[src/rtl/sync_lock_ctrl.sv]
// Source-sync supervisor: measures line/frame timing and decides lock vs free-run for the output timing generator.
// Optional build macro SYNC_LOCK_STATS_EN adds loss_count and frame_count statistics outputs.
//
// state   | meaning
// --------+-------------------------------------------------------------
// NOSYNC  | no usable source; test pattern, waiting for first vs_fall
// ACQUIRE | measuring frames, counting consecutive good ones
// LOCKED  | generator follows source; resync once per good frame
module sync_lock_ctrl #(
  parameter int H_MIN       = 700,
  parameter int H_MAX       = 900,
  parameter int H_TOL       = 2,
  parameter int V_MIN       = 200,
  parameter int V_MAX       = 600,
  parameter int LOCK_FRAMES = 4,
  parameter int LOSS_FRAMES = 2,
  parameter int TIMEOUT_CYC = 500000
) (
  input  logic        clk25,
  input  logic        reset_n,
  input  logic        HSYNC_in,
  input  logic        VSYNC_in,
  output logic        locked,
  output logic        freerun,
  output logic        resync_pulse,
  output logic [1:0]  pattern_sel,
  output logic [11:0] h_period,
  output logic [10:0] v_lines
`ifdef SYNC_LOCK_STATS_EN
  ,
  output logic [7:0]  loss_count,
  output logic [15:0] frame_count
`endif
);

  localparam int TO_W = (TIMEOUT_CYC > 2) ? $clog2(TIMEOUT_CYC) : 1;
  localparam logic [TO_W-1:0] TO_LAST   = TO_W'(TIMEOUT_CYC - 1);
  localparam logic [11:0]     H_MIN_C   = 12'(H_MIN);
  localparam logic [11:0]     H_MAX_C   = 12'(H_MAX);
  localparam logic [11:0]     H_TOL_C   = 12'(H_TOL);
  localparam logic [10:0]     V_MIN_C   = 11'(V_MIN);
  localparam logic [10:0]     V_MAX_C   = 11'(V_MAX);
  localparam logic [3:0]      LOCK_LAST = 4'(LOCK_FRAMES - 1);
  localparam logic [3:0]      LOSS_LAST = 4'(LOSS_FRAMES - 1);

  localparam logic [1:0] PAT_PASS = 2'd0;
  localparam logic [1:0] PAT_NONE = 2'd1;
  localparam logic [1:0] PAT_ACQ  = 2'd2;

  typedef enum logic [1:0] {
    NOSYNC  = 2'd0,
    ACQUIRE = 2'd1,
    LOCKED  = 2'd2
  } state_t;

  // synchroniser, edge detect and registered fall strobes
  logic hs_meta_q, hs_sync_q, hs_prev_q, hs_fall_q, hs_fall_d;
  logic vs_meta_q, vs_sync_q, vs_prev_q, vs_fall_q, vs_fall_d;

  // measurement
  logic [11:0]     h_cnt_q, h_cnt_d, h_cnt_inc, h_diff;
  logic [11:0]     h_period_q, h_period_d;
  logic [10:0]     v_cnt_q, v_cnt_d, v_cnt_inc, v_cap;
  logic [10:0]     v_lines_q, v_lines_d;
  logic [10:0]     v_ref_q, v_ref_d;
  logic            bad_frame_q, bad_frame_d;
  logic            line_ok, bad_line, frame_good;
  logic [TO_W-1:0] to_cnt_q, to_cnt_d;
  logic            timeout;

  // FSM and registered outputs
  state_t      state_q, state_d;
  logic [3:0]  good_cnt_q, good_cnt_d;
  logic [3:0]  bad_cnt_q, bad_cnt_d;
  logic        resync_req_q, resync_req_d;
  logic        loss_evt, frame_evt;
  logic        locked_q, locked_d;
  logic        freerun_q, freerun_d;
  logic        resync_q, resync_d;
  logic [1:0]  pattern_q, pattern_d;

`ifdef SYNC_LOCK_STATS_EN
  logic [7:0]  loss_count_q, loss_count_d;
  logic [15:0] frame_count_q, frame_count_d;
`endif

  always_comb begin
    hs_fall_d = hs_prev_q & ~hs_sync_q;
    vs_fall_d = vs_prev_q & ~vs_sync_q;
  end

  always_comb begin
    h_cnt_inc  = (h_cnt_q == 12'hFFF) ? h_cnt_q : h_cnt_q + 12'd1;
    h_cnt_d    = h_cnt_inc;
    h_period_d = h_period_q;
    h_diff     = (h_cnt_inc >= h_period_q) ? (h_cnt_inc - h_period_q)
                                           : (h_period_q - h_cnt_inc);
    line_ok    = (h_cnt_inc >= H_MIN_C) && (h_cnt_inc <= H_MAX_C) && (h_diff <= H_TOL_C);
    bad_line   = hs_fall_q & ~line_ok;
    if (hs_fall_q) begin
      h_period_d = h_cnt_inc;
      h_cnt_d    = 12'd0;
    end
  end

  // A line whose hs_fall coincides with vs_fall belongs to the closing frame.
  always_comb begin
    v_cnt_inc   = (v_cnt_q == 11'h7FF) ? v_cnt_q : v_cnt_q + 11'd1;
    v_cap       = hs_fall_q ? v_cnt_inc : v_cnt_q;
    v_cnt_d     = v_cnt_q;
    v_lines_d   = v_lines_q;
    v_ref_d     = v_ref_q;
    bad_frame_d = bad_frame_q | bad_line;
    frame_good  = (v_cap >= V_MIN_C) && (v_cap <= V_MAX_C) &&
                  !(bad_frame_q || bad_line) && (v_cap == v_ref_q);
    if (vs_fall_q) begin
      v_lines_d   = v_cap;
      v_cnt_d     = 11'd0;
      bad_frame_d = 1'b0;
      // While locked the reference frame length is frozen, so one odd frame
      // does not poison the comparison for the frames that follow it.
      if (state_q != LOCKED || frame_good) begin
        v_ref_d = v_cap;
      end
    end else if (hs_fall_q) begin
      v_cnt_d = v_cnt_inc;
    end
  end

  always_comb begin
    timeout  = (to_cnt_q == TO_LAST);
    to_cnt_d = to_cnt_q;
    if (hs_fall_q) begin
      to_cnt_d = '0;
    end else if (!timeout) begin
      to_cnt_d = to_cnt_q + TO_W'(1);
    end
  end

  always_comb begin
    state_d      = state_q;
    good_cnt_d   = good_cnt_q;
    bad_cnt_d    = bad_cnt_q;
    resync_req_d = 1'b0;
    loss_evt     = 1'b0;
    frame_evt    = 1'b0;
    case (state_q)
      NOSYNC: begin
        if (!timeout && vs_fall_q) begin
          state_d    = ACQUIRE;
          good_cnt_d = 4'd0;
        end
      end
      ACQUIRE: begin
        if (timeout) begin
          state_d = NOSYNC;
        end else if (vs_fall_q) begin
          if (!frame_good) begin
            good_cnt_d = 4'd0;
          end else if (good_cnt_q == LOCK_LAST) begin
            state_d      = LOCKED;
            bad_cnt_d    = 4'd0;
            resync_req_d = 1'b1;
          end else begin
            good_cnt_d = good_cnt_q + 4'd1;
          end
        end
      end
      LOCKED: begin
        if (timeout) begin
          state_d  = NOSYNC;
          loss_evt = 1'b1;
        end else if (vs_fall_q) begin
          if (frame_good) begin
            bad_cnt_d    = 4'd0;
            resync_req_d = 1'b1;
            frame_evt    = 1'b1;
          end else if (bad_cnt_q == LOSS_LAST) begin
            state_d  = NOSYNC;
            loss_evt = 1'b1;
          end else begin
            bad_cnt_d = bad_cnt_q + 4'd1;
          end
        end
      end
      default: state_d = NOSYNC;
    endcase
  end

  // Resync is gated on LOCKED so it lands on the same edge freerun drops.
  always_comb begin
    locked_d  = (state_q == LOCKED);
    freerun_d = (state_q != LOCKED);
    resync_d  = resync_req_q && (state_q == LOCKED);
    case (state_q)
      LOCKED:  pattern_d = PAT_PASS;
      ACQUIRE: pattern_d = PAT_ACQ;
      default: pattern_d = PAT_NONE;
    endcase
  end

`ifdef SYNC_LOCK_STATS_EN
  always_comb begin
    loss_count_d  = loss_count_q;
    frame_count_d = frame_count_q;
    if (loss_evt && loss_count_q != 8'hFF) loss_count_d = loss_count_q + 8'd1;
    if (frame_evt) frame_count_d = frame_count_q + 16'd1;
  end
`endif

  always_ff @(posedge clk25 or negedge reset_n) begin
    if (!reset_n) begin
      hs_meta_q     <= 1'b1;
      hs_sync_q     <= 1'b1;
      hs_prev_q     <= 1'b1;
      hs_fall_q     <= 1'b0;
      vs_meta_q     <= 1'b1;
      vs_sync_q     <= 1'b1;
      vs_prev_q     <= 1'b1;
      vs_fall_q     <= 1'b0;
      h_cnt_q       <= 12'd0;
      h_period_q    <= 12'd0;
      v_cnt_q       <= 11'd0;
      v_lines_q     <= 11'd0;
      v_ref_q       <= 11'd0;
      bad_frame_q   <= 1'b0;
      to_cnt_q      <= '0;
      state_q       <= NOSYNC;
      good_cnt_q    <= 4'd0;
      bad_cnt_q     <= 4'd0;
      resync_req_q  <= 1'b0;
      locked_q      <= 1'b0;
      freerun_q     <= 1'b1;
      resync_q      <= 1'b0;
      pattern_q     <= PAT_NONE;
`ifdef SYNC_LOCK_STATS_EN
      loss_count_q  <= 8'd0;
      frame_count_q <= 16'd0;
`endif
    end else begin
      hs_meta_q     <= HSYNC_in;
      hs_sync_q     <= hs_meta_q;
      hs_prev_q     <= hs_sync_q;
      hs_fall_q     <= hs_fall_d;
      vs_meta_q     <= VSYNC_in;
      vs_sync_q     <= vs_meta_q;
      vs_prev_q     <= vs_sync_q;
      vs_fall_q     <= vs_fall_d;
      h_cnt_q       <= h_cnt_d;
      h_period_q    <= h_period_d;
      v_cnt_q       <= v_cnt_d;
      v_lines_q     <= v_lines_d;
      v_ref_q       <= v_ref_d;
      bad_frame_q   <= bad_frame_d;
      to_cnt_q      <= to_cnt_d;
      state_q       <= state_d;
      good_cnt_q    <= good_cnt_d;
      bad_cnt_q     <= bad_cnt_d;
      resync_req_q  <= resync_req_d;
      locked_q      <= locked_d;
      freerun_q     <= freerun_d;
      resync_q      <= resync_d;
      pattern_q     <= pattern_d;
`ifdef SYNC_LOCK_STATS_EN
      loss_count_q  <= loss_count_d;
      frame_count_q <= frame_count_d;
`endif
    end
  end

  assign locked       = locked_q;
  assign freerun      = freerun_q;
  assign resync_pulse = resync_q;
  assign pattern_sel  = pattern_q;
  assign h_period     = h_period_q;
  assign v_lines      = v_lines_q;
`ifdef SYNC_LOCK_STATS_EN
  assign loss_count   = loss_count_q;
  assign frame_count  = frame_count_q;
`endif

endmodule
[config.mk]
export PLATFORM = sky130hd
export DESIGN_NAME = sync_lock_ctrl
export DESIGN_NICKNAME = d
export VERILOG_FILES = /design/src/rtl/sync_lock_ctrl.sv
export SDC_FILE = /design/constraint.sdc
export NUM_CORES = 1
export LEC_CHECK = 0
export ABC_AREA = 1
export BUFFER_PORTS_ARGS = -buffer_cell sky130_fd_sc_hd__buf_2
export CORE_UTILIZATION = 30
export CTS_CLUSTER_DIAMETER = 100
export DETAILED_ROUTE_END_ITERATION = 8
export RECOVER_POWER = 25
export SYNTH_ARGS = -nofsm -noshare
export SYNTH_HDL_FRONTEND = slang
export SYNTH_SLANG_ARGS = --single-unit
[constraint.sdc]
create_clock -name clk25 -period 8.12 [get_ports clk25]
set_input_delay 1.624 -clock clk25 [delete_from_list [all_inputs] [get_ports clk25]]
set_output_delay 1.624 -clock clk25 [all_outputs]
set_load 0.05 [all_outputs]
==> results of run 1 <==
==> stage by stage <==
step                      area (um^2)  utilization, %  cells  power (uW)  setup WS, ps
after detailed placement         7280            32.9   1264        1740          3790
after global placement           7280            32.9   1264        1730          3910
final                            7540            34.1   1280        2170          2890
after floorplan                  6840               -    967        1500          4490
after CTS                        7580            34.3   1280        2190          3790
after global routing             7540            34.1   1280        2380          2350
==> area by class of cell <==
type | instances | area share [%]
Clock inverter | 6 | 0.813
Sequential cell | 101 | 33.6
Clock buffer | 10 | 3.17
Inverter | 155 | 7.71
Tap cell | 280 | 4.64
Multi-Input combinational cell | 694 | 47.8
Timing Repair Buffer | 34 | 2.24
==> flip-flops by register name, indices dropped and copies added (netlist names), 2 cells and up <==
| register | cells |
|---|---|
| state_q | 2 |
| to_cnt_q | 19 |
| good_cnt_q | 4 |
| v_ref_q | 11 |
| v_cnt_q | 11 |
| h_period | 12 |
| v_lines | 11 |
| h_cnt_q | 12 |
| pattern_sel | 2 |
| bad_cnt_q | 4 |
==> worst max path at each step <==
stage | startpoint | end | slack, ps | cells past startpoint
after detailed placement | h_cnt_q[1] | v_ref_q[2] | 3790 | 25
after global routing | hs_fall_q | v_ref_q[3] | 2350 | 16
after global placement | h_cnt_q[1] | v_ref_q[7] | 3910 | 25
final | hs_fall_q | v_ref_q[2] | 2890 | 16
after floorplan | h_cnt_q[1] | v_ref_q[7] | 4490 | 26
after CTS | h_cnt_q[1] | v_ref_q[2] | 3790 | 25
==> worst reg2reg max path, delay by kind of cell (launching register included) <==
kind,cells,cell delay (ps)
buffers and inverters,2,2610
and+or+nand+nor,13,2130
AOI/OAI and AO/OA,1,60
DFF,1,330
==> routing by layer <==
layer	share of wire (%)	track usage, %	routed length [um]
met5	0	0	0
met4	1.7	3.75	264
met3	3.6	3.15	578
met2	46	23.4	7330
met1	49	18.7	7830
==> power by group <==
part | switching, uW | total [uW] | internal (uW)
clock | 214 | 439 | 225
combinational | 758 | 1120 | 362
sequential | 49.3 | 612 | 563
total | 1020 | 2170 | 1150
==> logic make-up (layout without fill, tap and decap cells) <==
logic type,count (synthesis),in the layout,synth area share (%)
xor gates and xnor gates,20,20,2.87
AOI/OAI and AO/OA,97,97,8.34
DFF,101,101,37.1
and+or+nand+nor,543,543,35.4
buffers and inverters,172,205,9.89
adders and majority gates,34,34,6.44
==> cells in the final DEF (no fill, tap or decap), drive strengths merged, types with 2 or more instances in the layout <==
cell type and instances:
a21oi 34, a221oi 3, buf 31, clkbuf 13, clkinv 2, dfrtp 93, dfstp 8, fa 2
ha 32, inv 158, nand2 312, nand3 76, nand3b 6, nand4 22, nor2 104, nor3 14
nor4 3, o21ai 52, o21bai 4, or2 4, xnor2 6, xor2 13
==> out/results.txt, run 1 <==
Of the cells placed in the final design, the portion with a size suffix greater than 1 is 10.2%. The final critical path takes up 64.3% of the cycle. STA puts the critical path data required time at 8360 ps.

Summed over all layers, the global routing overflow is 0. Walking the worst path, the cells encountered are clkbuf_1, inv_1, nor3_4, nand4_1, nand3_1, nand2_1, nand2_1, nand2_1, nor2_1, nand3_1, nor2_2, nand3_4, nand2_4, nand2_4, nand2_1, o21ai_2. For this run, design rule violations remaining after detail routing come to 0. The wire-length estimate of the detail-placed layout is 12.2 mm. Across all register-to-register paths, the minimum setup slack is 2890 ps.

For hold timing, the worst endpoint is hs_sync_q. The count of final max-slew check failures was 74; the count of endpoints failing hold in the final timing report was 0. Global routing used 14.2% of the available tracks across all layers. Sequential cells were found to cover 37.1% of the synthesized design area. For the H-tree level count, the log shows 3.

For this design the ratio of total power to cell area is 288 nW/um^2. The maximum count of clock buffers along a single path came out at 2. The tools report the startpoint of the worst hold path as hs_meta_q. The via count is 5,980. The run gives 3610 um^2 as the area of the multi-input gates. The number of setup buffers added after CTS is 0. The wire length after detailed routing was 16.0 mm. Per-cell via count in the routed design: 4.67.

Synthesis-to-layout area growth: 10.3%. After synthesis the netlist holds a flip-flop and latch count of 101. Area inside the core boundary: 22,100 um^2. The tool flagged a number of max-cap violations equal to 2. The critical path's largest stage delay works out to 1440 ps.

The clock sink count is 101, and the number of resized instances in the post-cts repair step is 0. Broken down by cell family, the worst path's largest delay share belongs to buffers and inverters. Routability-driven placement finished with a final weighted congestion of 0.914. The tools report the number of unique standard cell types used by synthesis as 47. The number of stages on the worst hold path is 0, and the count of yosys warnings during synthesis is 0.

The setup TNS after final layout was 0 ps; the height of the die was 153 um. The tools report the total I/O pin count as 32. In this run the critical register-to-register path is launched from hs_fall_q. The checks that failed: max-capacitance violations, max-slew violations. Of the post-synthesis cell area, the dominant cell type holds 34.0%. Worst setup skew after layout: 10.7 ps.

Hold is met by 356 ps. The endpoint of the worst register-to-register path was v_ref_q[2]. The cell taking the most area after synthesis is sky130_fd_sc_hd__dfrtp_1.

For the via count of the first global-routing pass, the log shows 5,532. TritonCTS built the clock tree. The number of antenna violations at the first check in global routing was 0.

After layout, the minimum clock period comes to 5230 ps. The headroom to the max-slew limit is -34.8%, and the port buffer count is 31. The worst-skew pair later-pin latency is 360 ps, and the starting density of the core is 31.0%.

Largest fanout of any net on the critical path: 43. The number of antenna diodes in the final layout is 0. In this design, the critical path's most frequently occurring cell is sky130_fd_sc_hd__nand2_1.

The run finished, with violations left. The critical path contains buffers and inverters numbering 2 combined. Of all flip-flops after synthesis, the portion carrying an async set or reset was 100%. The floorplan step defined a die boundary enclosing 23,400 um^2.

Measured in cells, the most critical reg-to-reg path has a length of 16. For this run, the top clock speed supported by timing is 191 MHz. The combined flip-flop and latch cell area is 2540 um^2. The width of the chip came out at 153 um. The tightest min-delay check is of the reg -> reg type.

Entering global routing, the biggest net connects 74 pins. Counting every instance in the synthesized netlist gives 967. The fill cell total of the finished layout came out at 2,336.

The tools report the type of element launching the critical path as a register. Once detail routing completed, the nets flagged for antenna violations numbered 0. Buffers inserted to repair hold after CTS numbered 0. VDD sags by at most 156 uV. In this run, synthesis inferred 0 flip-flops with an integrated enable.

Yosys instantiated no cell more often than sky130_fd_sc_hd__nand2_1. The nature of the critical path endpoint was a register. Setup repair after global routing left no endpoint under its margin. Synthesis produced a netlist with a net count of 1,005. Counting instances in the post-synthesis netlist gives the leading cell types as 301 x sky130_fd_sc_hd__nand2_1, 149 x sky130_fd_sc_hd__inv_1, 93 x sky130_fd_sc_hd__dfrtp_1, 93 x sky130_fd_sc_hd__nor2_1, 68 x sky130_fd_sc_hd__nand3_1.

In the post-synthesis netlist, the biggest area contributors are sky130_fd_sc_hd__dfrtp_1 34%, sky130_fd_sc_hd__nand2_1 17%, sky130_fd_sc_hd__inv_1 8.2%. The net count of the finished layout is 1,033, and the mean routed wirelength per cell is 12.5 um. For this run, the detailed router's first-pass iteration total came to 5. The clock transition time at the flip-flop clock pins of the worst setup and hold paths is 80 ps.

For the pin with the worst max-slew slack, the measured transition is 2020 ps. The analysis attributes to cell leakage a power of 0.00400 uW. Critical path data arrival time: 5470 ps. Among all stages on the critical path, the largest delay is contributed by sky130_fd_sc_hd__clkbuf_1.

The synthesized netlist occupies a cell area of 6840 um^2. The category of the most critical setup path is reg -> reg. The first routing iteration left 337 violations. The average instance area after synthesis is 7.08 um^2, and the row count is 54. In this run the clock root is driven by a sky130_fd_sc_hd__clkbuf_16. The number of CTS-inserted buffers is 9, and the wire length of the first global-routing pass is 27.0 mm. Main flop type after synthesis: sky130_fd_sc_hd__dfrtp_1. The tools report the setup-violating endpoint count in the final report as 0.
No activity file was read; power rests on OpenSTA's default activity.
==> run 2, diff against run 1 <==
clock period = 4.6 ns   (was 8.12 ns; I/O delays follow)
==> out/results.txt, run 2 (synthesis gave the netlist of run 1 again) <==
The total area inside the core boundary comes to 22,100 um^2. The critical path data arrival time was 4310 ps. The final critical path takes up 88.5% of the cycle. The placed instances occupy a cell area of 7290 um^2.

After clock tree synthesis, the setup repair step added 0 buffers. The number of buffers and inverters on the critical path is 2. In this design, the stage delay of the slowest critical-path cell is 430 ps. In this run the worst path has a maximum fanout of 22.

In the final layout, the share of cells above drive strength 1 is 11.2%. Clock tree synthesis found a total of 101 sinks. Entering global routing, the biggest net connects 43 pins. For the worst-skew pair, the clock arrives at the later sink with an insertion delay of 360 ps. OpenSTA, run right after detailed placement, puts the worst setup slack at 438 ps. Met1 layer wirelength in the final routing: 7.95 mm. The run finished, with violations left. For the number of remaining DRC errors, the log shows 0. The type of element launching the critical path is a register. Dividing the detail-routed wire length by the instance count gives 12.4 um. Wires add up to 15.9 mm. After legalization and detailed placement, the total HPWL measured 12.4 mm.

The kind of cell with the highest combined delay along the critical path is simple AND/OR/NAND/NOR gates. The setup TNS after final layout came out at 0 ps. In this run the remaining antenna-violating nets after routing total 0. The run gives 0 as the number of antenna violations at the first check in global routing. The logs give 43 for the count of final max-slew check failures and 449 for the number of DRC markers after the initial detailed-route iteration. The port buffer count works out to 31. The tools report the post-route worst setup slack as 531 ps. Leaving out fill and tap cells, the most frequent cell in the layout is sky130_fd_sc_hd__nand2_1.

The required time of the worst setup path was 4840 ps; the post-layout instance area was 7610 um^2. The buffer type at the clock tree root was sky130_fd_sc_hd__clkbuf_16. TritonCTS built the clock tree. For the final database, setup skew stands at 23.3 ps. For this run the aggregate overflow at the end of global routing stands at 0. For the leakage power, the log shows 0.00403 uW. The final reports fail on max-capacitance violations, max-slew violations. Total power for the finished layout comes to 3840 uW. In the layout the commonest cells are 301 x sky130_fd_sc_hd__nand2_1, 149 x sky130_fd_sc_hd__inv_1, 93 x sky130_fd_sc_hd__nor2_1, 93 x sky130_fd_sc_hd__dfrtp_1, 68 x sky130_fd_sc_hd__nand3_1.

The congestion estimate from routability-driven global placement came to 0.908. The die is 153 um tall. The count of maximum capacitance violations was 1; the net count of the finished layout was 1,035.

Setup repair after global routing left no endpoint under its margin. In the detailed route, the total length drawn on met3 is 512 um. Wire length of the first global-routing pass: 27.1 mm.

IR analysis of the VDD net gives a maximum drop of 249 uV. The width of the chip works out to 153 um. The min-delay analysis places its worst path in the category reg -> reg. For the pin with the worst max-slew slack, the measured transition is 2360 ps. The maximum count of clock buffers along a single path is 2. The critical path is of the reg -> reg type. After clock tree synthesis, the clock-pin slew on the worst setup and hold paths is 80 ps.

The H-tree level count is 3, and the via count is 5,951. Headroom to the max-slew limit came out at -57.1%. The tools report the count of endpoints failing hold in the final timing report as 0. In the detailed route, the total length drawn on met2 is 7.31 mm. The register with the most flip-flops in the layout has 19 of them.

The topmost layer with routed signal wires is met4. Before antenna repair, the detailed router went through 5 iterations. The top register by number of flip-flops was to_cnt_q.

The logs give 0 for the number of buffers added to fix hold violations after cts and 31.0% for the starting density of the core. STA classifies the critical path endpoint as a register. The number of CTS-inserted buffers came out at 9. The tools report the global-route total usage across every layer as 14.2%.

The top achievable clock speed was 246 MHz. Dividing the detail-routed via count by the number of cells gives 4.64. The run gives 0 as the setup-violating endpoint count in the final report.

By instance count, the cell type seen most on the critical path is sky130_fd_sc_hd__nand2_1. The die covers 23,400 um^2. In this run the power density over the cells is 505 nW/um^2.

Worst-path cell with the longest stage delay: sky130_fd_sc_hd__ha_1. 0 antenna diodes ended up in the layout. Counting I/O delays and the setup requirement, the final critical path takes 4070 ps.

The share of the core filled with cells in the final layout was 34.4%. The tools report the row count as 54. The via count of the first global-routing pass was 5,500.

From synthesis to final layout, the design area changed by 11.2%. During I/O placement, the number of pins put on the boundary was 32.
==> run 2: repair_timing <==
item | CTS | global route
gates resized for setup | 0 | 2
hold endpoints to repair | 0 | 0
setup endpoints to repair | 0 | 9
==> run 2: where the power goes <==
part	switching (uW)	leakage (uW)	internal (uW)
Clock	388	0.000152	391
Combinational	1350	0.00254	638
Sequential	84.9	0.00134	993
==> run 2: layout make-up <==
type                       count  area, um^2
sequential                   101        2540
clock buffer                   9         225
inverter                     155         582
timing repair buffer          36         188
fill                        2321       14500
multi-input combinational    694        3640
tap                          280         350
clock inverter                 7        88.8
==> run 2: routing by layer <==
metal  GRT usage, %  vias to the layer above
met4           2.79                        0
met3           2.89                       12
li1               -                     3112
met5              0                        -
met2           22.8                      109
met1           19.8                     2718
==> run 2: worst paths after layout <==
| path | startpoint | endpoint | slack, ps | cells after the start |
|---|---|---|---|---|
| worst min register to register | hs_meta_q | hs_sync_q | 370 | 0 |
| worst min-delay path | hs_meta_q | hs_sync_q | 370 | 0 |
| min in group asynchronous | reset_n | h_period[4] | 1270 | 1 |
| max in group asynchronous | reset_n | to_cnt_q[3] | 1560 | 2 |
| worst max-delay path | h_cnt_q[1] | v_ref_q[1] | 530 | 26 |
| worst max register to register | h_cnt_q[1] | v_ref_q[1] | 530 | 26 |
==> run 2: metrics by stage <==
step	hold slack (ps)	cells
after floorplan	345	967
after global placement	346	1266
after detailed placement	352	1266
after CTS	363	1282
after global routing	370	1282
final	366	1282
